`src/rtl/barrel_pool_pkg.sv`:
```
// Shared types and default geometry for the multi-barrel engine.
// Slot state codes, game FSM codes, roll direction, bus field widths.
package barrel_pool_pkg;

  typedef enum logic [1:0] {
    SLOT_IDLE   = 2'b00,
    SLOT_ROLL   = 2'b01,
    SLOT_FALL   = 2'b10,
    SLOT_FROZEN = 2'b11
  } slot_state_t;

  typedef enum logic [1:0] {
    GAME_STOP = 2'b00,
    GAME_RUN  = 2'b01,
    GAME_HALT = 2'b10
  } game_state_t;

  typedef enum logic {
    DIR_RIGHT = 1'b0,
    DIR_LEFT  = 1'b1
  } dir_t;

  // Per-slot field widths on the renderer buses.
  localparam int X_W = 10;
  localparam int Y_W = 9;
  localparam int A_W = 3;

  // Default geometry (pixels / ticks).
  localparam int DEF_N_BARRELS      = 4;
  localparam int DEF_SPAWN_INTERVAL = 120;
  localparam int DEF_SPAWN_X        = 32;
  localparam int DEF_Y_START        = 48;
  localparam int DEF_X_MIN          = 16;
  localparam int DEF_X_MAX          = 608;
  localparam int DEF_STEP_X         = 2;
  localparam int DEF_PLATFORM_PITCH = 64;
  localparam int DEF_FALL_STEP      = 4;
  localparam int DEF_Y_FLOOR        = 432;
  localparam int DEF_ANIM_DIV       = 4;

  // Counter width able to hold 0..n-1, never narrower than one bit.
  function automatic int width_of(input int n);
    return (n > 1) ? $clog2(n) : 1;
  endfunction

endpackage

```
`src/rtl/barrel_pool_if.sv`:
```
// Control and renderer bus of the barrel pool.
// master: game control + sprite renderer side; slave: the barrel_pool engine.
interface barrel_pool_if #(
  parameter int N_BARRELS = 4
);
  localparam int CNT_W = $clog2(N_BARRELS + 1);

  logic                   tick;
  logic                   start;
  logic                   over;
  logic [10*N_BARRELS-1:0] x_bus;
  logic [9*N_BARRELS-1:0]  y_bus;
  logic [2*N_BARRELS-1:0]  state_bus;
  logic [3*N_BARRELS-1:0]  anim_bus;
  logic [CNT_W-1:0]        active_count;
  logic                    spawn_pulse;

  modport master (
    output tick, start, over,
    input  x_bus, y_bus, state_bus, anim_bus, active_count, spawn_pulse
  );

  modport slave (
    input  tick, start, over,
    output x_bus, y_bus, state_bus, anim_bus, active_count, spawn_pulse
  );

endinterface

```
`src/rtl/barrel_pool_slot.sv`:
```
// One barrel slot: position, direction, state, animation frame and divider.
// Freeze beats everything; on a tick a despawn is resolved before a spawn,
// so a slot leaving the field can be re-used in the same update.
module barrel_pool_slot
  import barrel_pool_pkg::*;
#(
  parameter int SPAWN_X        = DEF_SPAWN_X,
  parameter int Y_START        = DEF_Y_START,
  parameter int X_MIN          = DEF_X_MIN,
  parameter int X_MAX          = DEF_X_MAX,
  parameter int STEP_X         = DEF_STEP_X,
  parameter int PLATFORM_PITCH = DEF_PLATFORM_PITCH,
  parameter int FALL_STEP      = DEF_FALL_STEP,
  parameter int Y_FLOOR        = DEF_Y_FLOOR,
  parameter int ANIM_DIV       = DEF_ANIM_DIV
) (
  input  logic            clk,
  input  logic            rst_n,
  input  logic            tick,
  input  logic            spawn,
  input  logic            freeze,
  input  logic            early_fall,
  output logic [X_W-1:0]  x,
  output logic [Y_W-1:0]  y,
  output slot_state_t     state,
  output logic [A_W-1:0]  anim,
  output logic            free,
  output slot_state_t     state_nxt
);

  localparam int DIV_W = width_of(ANIM_DIV);

  localparam logic [X_W-1:0]   XMIN     = X_W'(X_MIN);
  localparam logic [X_W-1:0]   XMAX     = X_W'(X_MAX);
  localparam logic [X_W-1:0]   XSTEP    = X_W'(STEP_X);
  localparam logic [X_W-1:0]   XSPAWN   = X_W'(SPAWN_X);
  localparam logic [Y_W-1:0]   YSTART   = Y_W'(Y_START);
  localparam logic [Y_W:0]     YFALL    = (Y_W+1)'(FALL_STEP);
  localparam logic [Y_W:0]     YFLOOR   = (Y_W+1)'(Y_FLOOR);
  localparam logic [Y_W:0]     YPITCH   = (Y_W+1)'(PLATFORM_PITCH);
  localparam logic [DIV_W-1:0] DIV_LAST = DIV_W'(ANIM_DIV - 1);

  dir_t             dir, dir_n;
  logic [DIV_W-1:0] div, div_n;
  logic [Y_W-1:0]   base, base_n;
  logic [X_W-1:0]   x_n, roll_x;
  logic [Y_W-1:0]   y_n;
  logic [A_W-1:0]   anim_n;
  logic [Y_W:0]     fall_y, land_y;
  logic             at_floor;

  // Candidate positions for this tick, saturated at the roll limits.
  assign roll_x   = (dir == DIR_LEFT)
                  ? ((x <= XMIN + XSTEP) ? XMIN : x - XSTEP)
                  : ((x >= XMAX - XSTEP) ? XMAX : x + XSTEP);
  assign fall_y   = {1'b0, y} + YFALL;
  assign land_y   = {1'b0, base} + YPITCH;
  assign at_floor = fall_y >= YFLOOR;

  // Slot is spawnable when idle or about to drop off the floor this tick.
  assign free = (state == SLOT_IDLE) || ((state == SLOT_FALL) && at_floor);

  // Next-state computation for the whole slot.
  always_comb begin
    // NOTE: every variable gets its hold value first, so no path leaves it unassigned and no latch is inferred.
    x_n       = x;
    y_n       = y;
    state_nxt = state;
    anim_n    = anim;
    div_n     = div;
    dir_n     = dir;
    base_n    = base;
    if (freeze) begin
      if (state != SLOT_IDLE) state_nxt = SLOT_FROZEN;
    end else if (tick) begin
      case (state)
        SLOT_ROLL: begin
          if (early_fall) begin
            state_nxt = SLOT_FALL;
            anim_n    = '1;
            base_n    = y;
          end else begin
            x_n = roll_x;
            if (roll_x == XMIN || roll_x == XMAX) begin
              state_nxt = SLOT_FALL;
              anim_n    = '1;
              base_n    = y;
            end else if (div == DIV_LAST) begin
              div_n  = '0;
              anim_n = anim + 1'b1;
            end else begin
              div_n = div + 1'b1;
            end
          end
        end
        SLOT_FALL: begin
          anim_n = '1;
          if (at_floor) begin
            state_nxt = SLOT_IDLE;
            x_n       = '0;
            y_n       = '0;
            anim_n    = '0;
            div_n     = '0;
            dir_n     = DIR_RIGHT;
          end else begin
            y_n = fall_y[Y_W-1:0];
            if (fall_y >= land_y) begin
              state_nxt = SLOT_ROLL;
              dir_n     = (dir == DIR_RIGHT) ? DIR_LEFT : DIR_RIGHT;
              div_n     = '0;
            end
          end
        end
        default: ;
      endcase
      if (spawn) begin
        x_n       = XSPAWN;
        y_n       = YSTART;
        state_nxt = SLOT_ROLL;
        dir_n     = DIR_RIGHT;
        anim_n    = '0;
        div_n     = '0;
        base_n    = YSTART;
      end
    end
  end

  // Slot registers; these drive the renderer buses directly.
  always_ff @(posedge clk or negedge rst_n) begin
    if (!rst_n) begin
      x     <= '0;
      y     <= '0;
      state <= SLOT_IDLE;
      anim  <= '0;
      div   <= '0;
      dir   <= DIR_RIGHT;
      base  <= '0;
    end else begin
      // NOTE: non-blocking assignments so every flop samples pre-edge values regardless of statement order.
      x     <= x_n;
      y     <= y_n;
      state <= state_nxt;
      anim  <= anim_n;
      div   <= div_n;
      dir   <= dir_n;
      base  <= base_n;
    end
  end

endmodule

```
`src/rtl/barrel_pool.sv`:
```
// Multi-barrel engine: game FSM, spawn timer, lowest-idle spawn priority,
// N barrel_pool_slot instances, active-slot popcount.
// Optional feature macro: BARREL_POOL_LADDER_EN (LFSR-driven ladder descents).
module barrel_pool
  import barrel_pool_pkg::*;
#(
  parameter int N_BARRELS      = DEF_N_BARRELS,
  parameter int SPAWN_INTERVAL = DEF_SPAWN_INTERVAL,
  parameter int SPAWN_X        = DEF_SPAWN_X,
  parameter int Y_START        = DEF_Y_START,
  parameter int X_MIN          = DEF_X_MIN,
  parameter int X_MAX          = DEF_X_MAX,
  parameter int STEP_X         = DEF_STEP_X,
  parameter int PLATFORM_PITCH = DEF_PLATFORM_PITCH,
  parameter int FALL_STEP      = DEF_FALL_STEP,
  parameter int Y_FLOOR        = DEF_Y_FLOOR,
  parameter int ANIM_DIV       = DEF_ANIM_DIV
) (
  input logic          clk,
  input logic          rst_n,
  barrel_pool_if.slave bus
);

  localparam int CNT_W = $clog2(N_BARRELS + 1);
  localparam int TMR_W = width_of(SPAWN_INTERVAL);
  localparam logic [TMR_W-1:0] TMR_LAST = TMR_W'(SPAWN_INTERVAL - 1);

  game_state_t          game;
  logic [TMR_W-1:0]     timer;
  logic                 freeze, spawn_ok, spawn_fire;
  logic [N_BARRELS-1:0] free, grant, early_fall;
  logic [CNT_W-1:0]     cnt_nxt;

  logic [X_W-1:0] sx [N_BARRELS];
  logic [Y_W-1:0] sy [N_BARRELS];
  logic [A_W-1:0] sa [N_BARRELS];
  slot_state_t    ss [N_BARRELS];
  slot_state_t    sn [N_BARRELS];

  // over in RUN freezes in the same update it is seen, ahead of any motion.
  assign freeze     = ((game == GAME_RUN) && bus.over) || (game == GAME_HALT);
  assign spawn_ok   = bus.tick && (game == GAME_RUN) && !bus.over && (timer == '0);
  assign spawn_fire = spawn_ok && (|free);

  // Game FSM and spawn timer; the timer wraps whether or not a spawn succeeds.
  always_ff @(posedge clk or negedge rst_n) begin
    if (!rst_n) begin
      game  <= GAME_STOP;
      timer <= '0;
    end else begin
      case (game)
        GAME_STOP: if (bus.start && !bus.over) game <= GAME_RUN;
        GAME_RUN: begin
          if (bus.over) game <= GAME_HALT;
          else if (bus.tick) timer <= (timer == TMR_LAST) ? '0 : timer + 1'b1;
        end
        default: ;
      endcase
    end
  end

  // Lowest-index free slot wins the spawn.
  always_comb begin
    logic found;
    found = 1'b0;
    grant = '0;
    for (int i = 0; i < N_BARRELS; i++) begin
      if (free[i] && !found) begin
        grant[i] = 1'b1;
        found    = 1'b1;
      end
    end
  end

  // Count of slots that will be non-idle after this clock.
  always_comb begin
    cnt_nxt = '0;
    for (int i = 0; i < N_BARRELS; i++)
      cnt_nxt = cnt_nxt + CNT_W'(sn[i] != SLOT_IDLE);
  end

  // Registered status outputs, aligned with the slot update they describe.
  always_ff @(posedge clk or negedge rst_n) begin
    if (!rst_n) begin
      bus.spawn_pulse  <= 1'b0;
      bus.active_count <= '0;
    end else begin
      bus.spawn_pulse  <= spawn_fire;
      bus.active_count <= cnt_nxt;
    end
  end

`ifdef BARREL_POOL_LADDER_EN
  localparam logic [X_W-1:0] XMIN = X_W'(X_MIN);
  localparam logic [X_W-1:0] XMAX = X_W'(X_MAX);
  logic [7:0] lfsr;

  // Ladder LFSR (x^8+x^6+x^5+x^4+1), advancing once per frame tick.
  always_ff @(posedge clk or negedge rst_n) begin
    if (!rst_n)        lfsr <= 8'hA5;
    else if (bus.tick) lfsr <= {lfsr[6:0], lfsr[7] ^ lfsr[5] ^ lfsr[4] ^ lfsr[3]};
  end
`endif

  for (genvar i = 0; i < N_BARRELS; i++) begin : g_slot
`ifdef BARREL_POOL_LADDER_EN
    // Ladder descent at every 64th x away from the roll limits.
    assign early_fall[i] = (lfsr[1:0] == 2'b00) && (sx[i][5:0] == 6'd0) &&
                           (sx[i] != XMIN) && (sx[i] != XMAX);
`else
    assign early_fall[i] = 1'b0;
`endif

    barrel_pool_slot #(
      .SPAWN_X        (SPAWN_X),
      .Y_START        (Y_START),
      .X_MIN          (X_MIN),
      .X_MAX          (X_MAX),
      .STEP_X         (STEP_X),
      .PLATFORM_PITCH (PLATFORM_PITCH),
      .FALL_STEP      (FALL_STEP),
      .Y_FLOOR        (Y_FLOOR),
      .ANIM_DIV       (ANIM_DIV)
    ) u_slot (
      .clk        (clk),
      .rst_n      (rst_n),
      .tick       (bus.tick),
      .spawn      (spawn_ok && grant[i]),
      .freeze     (freeze),
      .early_fall (early_fall[i]),
      .x          (sx[i]),
      .y          (sy[i]),
      .state      (ss[i]),
      .anim       (sa[i]),
      .free       (free[i]),
      .state_nxt  (sn[i])
    );

    assign bus.x_bus[X_W*i +: X_W]  = sx[i];
    assign bus.y_bus[Y_W*i +: Y_W]  = sy[i];
    assign bus.state_bus[2*i +: 2]  = ss[i];
    assign bus.anim_bus[A_W*i +: A_W] = sa[i];
  end

endmodule

```
`src/flat_wrapper.sv`:
```
// flat-port wrapper written by rule: the top's interface ports become plain ports
module barrel_pool_flat import barrel_pool_pkg::*;
#(
  parameter int N_BARRELS      = DEF_N_BARRELS,
  parameter int SPAWN_INTERVAL = DEF_SPAWN_INTERVAL,
  parameter int SPAWN_X        = DEF_SPAWN_X,
  parameter int Y_START        = DEF_Y_START,
  parameter int X_MIN          = DEF_X_MIN,
  parameter int X_MAX          = DEF_X_MAX,
  parameter int STEP_X         = DEF_STEP_X,
  parameter int PLATFORM_PITCH = DEF_PLATFORM_PITCH,
  parameter int FALL_STEP      = DEF_FALL_STEP,
  parameter int Y_FLOOR        = DEF_Y_FLOOR,
  parameter int ANIM_DIV       = DEF_ANIM_DIV
)
  (clk, rst_n, bus_tick, bus_start, bus_over, bus_x_bus, bus_y_bus, bus_state_bus, bus_anim_bus, bus_active_count, bus_spawn_pulse);
  barrel_pool_if #(.N_BARRELS(N_BARRELS)) bus_i ();
  input logic clk;
  input logic rst_n;
  input wire logic [$bits(bus_i.tick)-1:0] bus_tick;
  input wire logic [$bits(bus_i.start)-1:0] bus_start;
  input wire logic [$bits(bus_i.over)-1:0] bus_over;
  output wire logic [$bits(bus_i.x_bus)-1:0] bus_x_bus;
  output wire logic [$bits(bus_i.y_bus)-1:0] bus_y_bus;
  output wire logic [$bits(bus_i.state_bus)-1:0] bus_state_bus;
  output wire logic [$bits(bus_i.anim_bus)-1:0] bus_anim_bus;
  output wire logic [$bits(bus_i.active_count)-1:0] bus_active_count;
  output wire logic [$bits(bus_i.spawn_pulse)-1:0] bus_spawn_pulse;
  assign bus_i.tick = bus_tick;
  assign bus_i.start = bus_start;
  assign bus_i.over = bus_over;
  assign bus_x_bus = bus_i.x_bus;
  assign bus_y_bus = bus_i.y_bus;
  assign bus_state_bus = bus_i.state_bus;
  assign bus_anim_bus = bus_i.anim_bus;
  assign bus_active_count = bus_i.active_count;
  assign bus_spawn_pulse = bus_i.spawn_pulse;
  barrel_pool #(.N_BARRELS(N_BARRELS), .SPAWN_INTERVAL(SPAWN_INTERVAL), .SPAWN_X(SPAWN_X), .Y_START(Y_START), .X_MIN(X_MIN), .X_MAX(X_MAX), .STEP_X(STEP_X), .PLATFORM_PITCH(PLATFORM_PITCH), .FALL_STEP(FALL_STEP), .Y_FLOOR(Y_FLOOR), .ANIM_DIV(ANIM_DIV)) u_core (.clk(clk), .rst_n(rst_n), .bus(bus_i));
endmodule
```
`config.mk`:
```
export PLATFORM = sky130hd
export DESIGN_NAME = barrel_pool_flat
export DESIGN_NICKNAME = d
export VERILOG_FILES = /design/src/rtl/barrel_pool_pkg.sv /design/src/rtl/barrel_pool_if.sv /design/src/rtl/barrel_pool_slot.sv /design/src/rtl/barrel_pool.sv /design/src/flat_wrapper.sv
export SDC_FILE = /design/constraint.sdc
export NUM_CORES = 1
export LEC_CHECK = 0
export BUFFER_PORTS_ARGS = -buffer_cell sky130_fd_sc_hd__buf_2
export CORE_ASPECT_RATIO = 0.7
export CORE_UTILIZATION = 65
export CTS_CLUSTER_DIAMETER = 30
export CTS_CLUSTER_SIZE = 14
export DETAILED_ROUTE_END_ITERATION = 8
export PLACE_DENSITY = 0.86
export RECOVER_POWER = 50
export SLEW_MARGIN = 20
export SYNTH_ARGS = -nofsm -noshare
export SYNTH_HDL_FRONTEND = slang
export SYNTH_HIERARCHICAL = 1
export SYNTH_SLANG_ARGS = --single-unit
```
`constraint.sdc`:
```
create_clock -name clk -period 7.7 [get_ports clk]
set_clock_uncertainty 0.2 [all_clocks]
set_input_delay 0.77 -clock clk [delete_from_list [all_inputs] [get_ports clk]]
set_output_delay 0.77 -clock clk [all_outputs]
set_load 0.005 [all_outputs]
```
==> impl_metrics.py <==
metrics = {
    "run_status": {
        "outcome": "finished with violations",
        "violations": "capacitance limit, slew limit",
    },
    "clock_network": {
        "ctsLongestPathBuffers": 2,
        "cts_resized": 0,
        "cts_hold_buffers": 0,
        "clock-sinks": 145,
        "cts_buffers": 17,
        "htreeDepth": 4,
        "root_buffer": "clkbuf_16",
        "path_clk_slew_ps": 60,
        "cts_tree": "built",
        "postCtsSetupBuffers": 0,
        "clk_latency_ps": 430,
    },
    "die": {
        "die-area_um2": 18550,
        "pin_count": 105,
        "die_h_um": 114.3,
        "die_x_um": 162.4,
        "start_util_pct": 67.38,
        "rows": 40,
        "core_area_um2": 17370,
    },
    "timing": {
        "min_period_ps": 5487,
        "setup_tns_ps": 0,
        "tightestPinTransition_ps": 4630,
        "hold_viol": 0,
        "maxSlewViolCount": 148,
        "setup_slack_ps": 2213,
        "slew_headroom_pct": -208.7,
        "setup_viol": 0,
        "fin_crit_sh_pct": 71.26,
        "fmax_mhz": 182.2,
        "rsz0062_at_grt": "no",
    },
    "grt": {
        "grt_first_pass_wirelength_mm": 50.78,
        "grt_pass1_vias": 9967,
        "track_usage_pct": 33.72,
        "gr-total-overflow": 0,
        "grt_antenna_before_repair": 0,
        "grt_max_degree": 85,
    },
    "route": {
        "drcViolationCount": 0,
        "via_per_inst": 6.751,
        "ant_nets": 0,
        "wirelength_mm": 30.96,
        "dr.first_iter.drc_count": 1502,
        "dr.pass1.iters": 6,
        "wl_per_cell_um": 18.40,
        "vias": 11356,
    },
    "synth": {
        "synthTopCellsByArea": "dfrtp_1 31%, ha_1 8.6%, nand2_1 4.1%",
        "yosysWarningCount": 6,
        "yosysMostFrequentCell": "dfrtp_1",
        "synth_cell_types": 111,
        "synth_flop_cell": "dfrtp_1",
        "synth_commonest_cells": "145 x dfrtp_1, 127 x nand2_1, 98 x inv_1",
        "synth-seq-area-share_pct": 31.01,
        "synthSimpleGateAreaFrac_pct": 23.18,
        "post_synth_mux_area_share_pct": 1.850,
        "synth_area_per_cell_um2": 8.510,
        "synth_adder_area_share_pct": 8.725,
        "syn-instance-count": 1375,
        "synth_compound_gate_area_share_pct": 25.60,
        "ys_seq_elements": 145,
        "synth-edff-count": 0,
        "netlist_area_um2": 11700,
        "synth_top_family_by_area": "compound AO/OA/AOI/OAI gates",
        "netlist.area_leader.share_pct": 31.01,
        "synth_largest_area_cell": "dfrtp_1",
        "synth_xor_area_share_pct": 2.844,
        "async_flop_share_pct": 100.0,
    },
    "layout": {
        "antennaDiodeCount": 0,
        "syn_to_final_growth_pct": 9.271,
        "nets": 1526,
        "fill_cells": 1261,
        "final_area_um2": 12790,
        "seqCellArea_um2": 3628,
        "stdcell_count": 1682,
        "fin_util_pct": 73.62,
        "drive_above_1_share_pct": 11.37,
        "multi_input_area_um2": 7391,
    },
    "power": {
        "power.share.switching_pct": 20.96,
        "vdd_drop_max_v": 0.0001215,
        "power.static_leakage_nw": 5.924,
        "power_density_nw_per_um2": 130.6,
        "p_int_mw": 1.320,
        "p_clk_share_pct": 52.8,
        "p_seq_share_pct": 45.6,
        "p_switching_uw": 350.0,
        "share_comb_of_total_power_pct": 1.5,
    },
    "job": {
        "cap_violations": 2,
    },
    "setup_path": {
        "cp_data_arrival_time_ps": 5600,
        "crit_type": "reg -> reg",
        "cp-start-kind": "flop",
        "cp.required_ps": 7810,
        "endpoint_kind": "flop",
        "crit_path_max_fanout": 18,
    },
    "hold_path": {
        "hp-class": "reg -> reg",
    },
    "placement": {
        "dp.cells": 1652,
        "place_congestion": 0.9790,
        "place_area_um2": 12210,
        "hpwl_mm": 21.35,
        "io_buffers": 96,
        "preCtsSetupSlack_ps": 2553,
    },
}
## cell usage in the layout, fill, tap and decap left out, types with 46 or more instances in the layout
| cell type | n |
|---|---|
| ha_1 | 80 |
| o21ai_0 | 78 |
| a21oi_1 | 46 |
| nand3_1 | 47 |
| inv_1 | 98 |
| buf_2 | 69 |
| nor2_1 | 90 |
| nand2_1 | 127 |
| dfrtp_1 | 145 |
| nor3_1 | 50 |
## final timing paths
path,startpoint,to,slack [ps],depth (start not counted)
hold reg to reg,u_core/g_slot[0].u_slot/base[1],u_core/g_slot[0].u_slot/base[1],300,1
max in group asynchronous,rst_n,u_core/g_slot[1].u_slot/anim[1],2230,2
min in group asynchronous,rst_n,u_core/g_slot[2].u_slot/x[0],1780,1
setup reg to reg,u_core/g_slot[0].u_slot/y[2],u_core/bus.active_count[1],2210,15
setup / recovery,u_core/g_slot[0].u_slot/y[2],u_core/bus.active_count[1],2210,15
hold / removal,u_core/g_slot[0].u_slot/base[1],u_core/g_slot[0].u_slot/base[1],300,1
## kinds of logic after synthesis
| family | Yosys count |
|---|---|
| other | 5 |
| xor gates and xnor gates | 38 |
| DFF | 145 |
| AOI/OAI and AO/OA | 398 |
| muxes | 19 |
| adders and majority gates | 81 |
| and+or+nand+nor | 510 |
| buffers and inverters | 179 |
## sequential cells by signal, summed over array words and instances, names as in the netlist
signal / flops
u_core/bus.spawn_pulse: 1
u_core/timer: 7
u_core/g_slot.u_slot/base: 32
u_core/g_slot.u_slot/x: 40
u_core/g_slot.u_slot/anim: 12
u_core/g_slot.u_slot/state: 8
u_core/bus.active_count: 3
u_core/g_slot.u_slot/y: 28
u_core/game: 2
u_core/g_slot.u_slot/dir: 4
u_core/g_slot.u_slot/div: 8
## area by class of cell
type / count / share of cell area (%)
Timing Repair Buffer: 101 / 3.767
Tap cell: 231 / 2.260
Clock buffer: 20 / 3.572
Multi-Input combinational cell: 1074 / 57.80
Clock inverter: 10 / 1.253
Inverter: 101 / 2.965
Sequential cell: 145 / 28.38
## worst max-delay path, stage by stage (launching register included)
cell and delay (ps):
dfrtp_1 490, ha_1 310, nand3_1 130, xnor2_1 300, a21oi_1 120, o31ai_1 870, a21o_1 290, and2_1 590
nor2_1 370, o2111a_1 240, a211oi_1 340, nor2_1 110, fa_1 520, inv_1 40, ha_1 190, ha_1 270
## stage by stage
stage               hold WS, ps  power, mW
global placement          270.9     0.8026
finish                    295.6      1.670
global route              301.4      1.712
CTS                       206.5      1.679
detailed placement        281.8     0.8027
floorplan                 253.6     0.7864
## power by group through the flow
stage	Sequential [mW]	Combinational, mW	Clock (mW)
after detailed placement	0.776	0.0268	0
after global placement	0.776	0.0267	0
final	0.762	0.0256	0.882
after floorplan	0.776	0.0102	0
after global routing	0.762	0.0302	0.920
after CTS	0.762	0.0268	0.890
## routing by layer
metal  GRT usage, %  wire [um]
met3          6.338       3013
met5              0          0
met2          49.60      13460
met4          9.560        554
met1          50.36      13920
(Power assumes the default switching activity.)
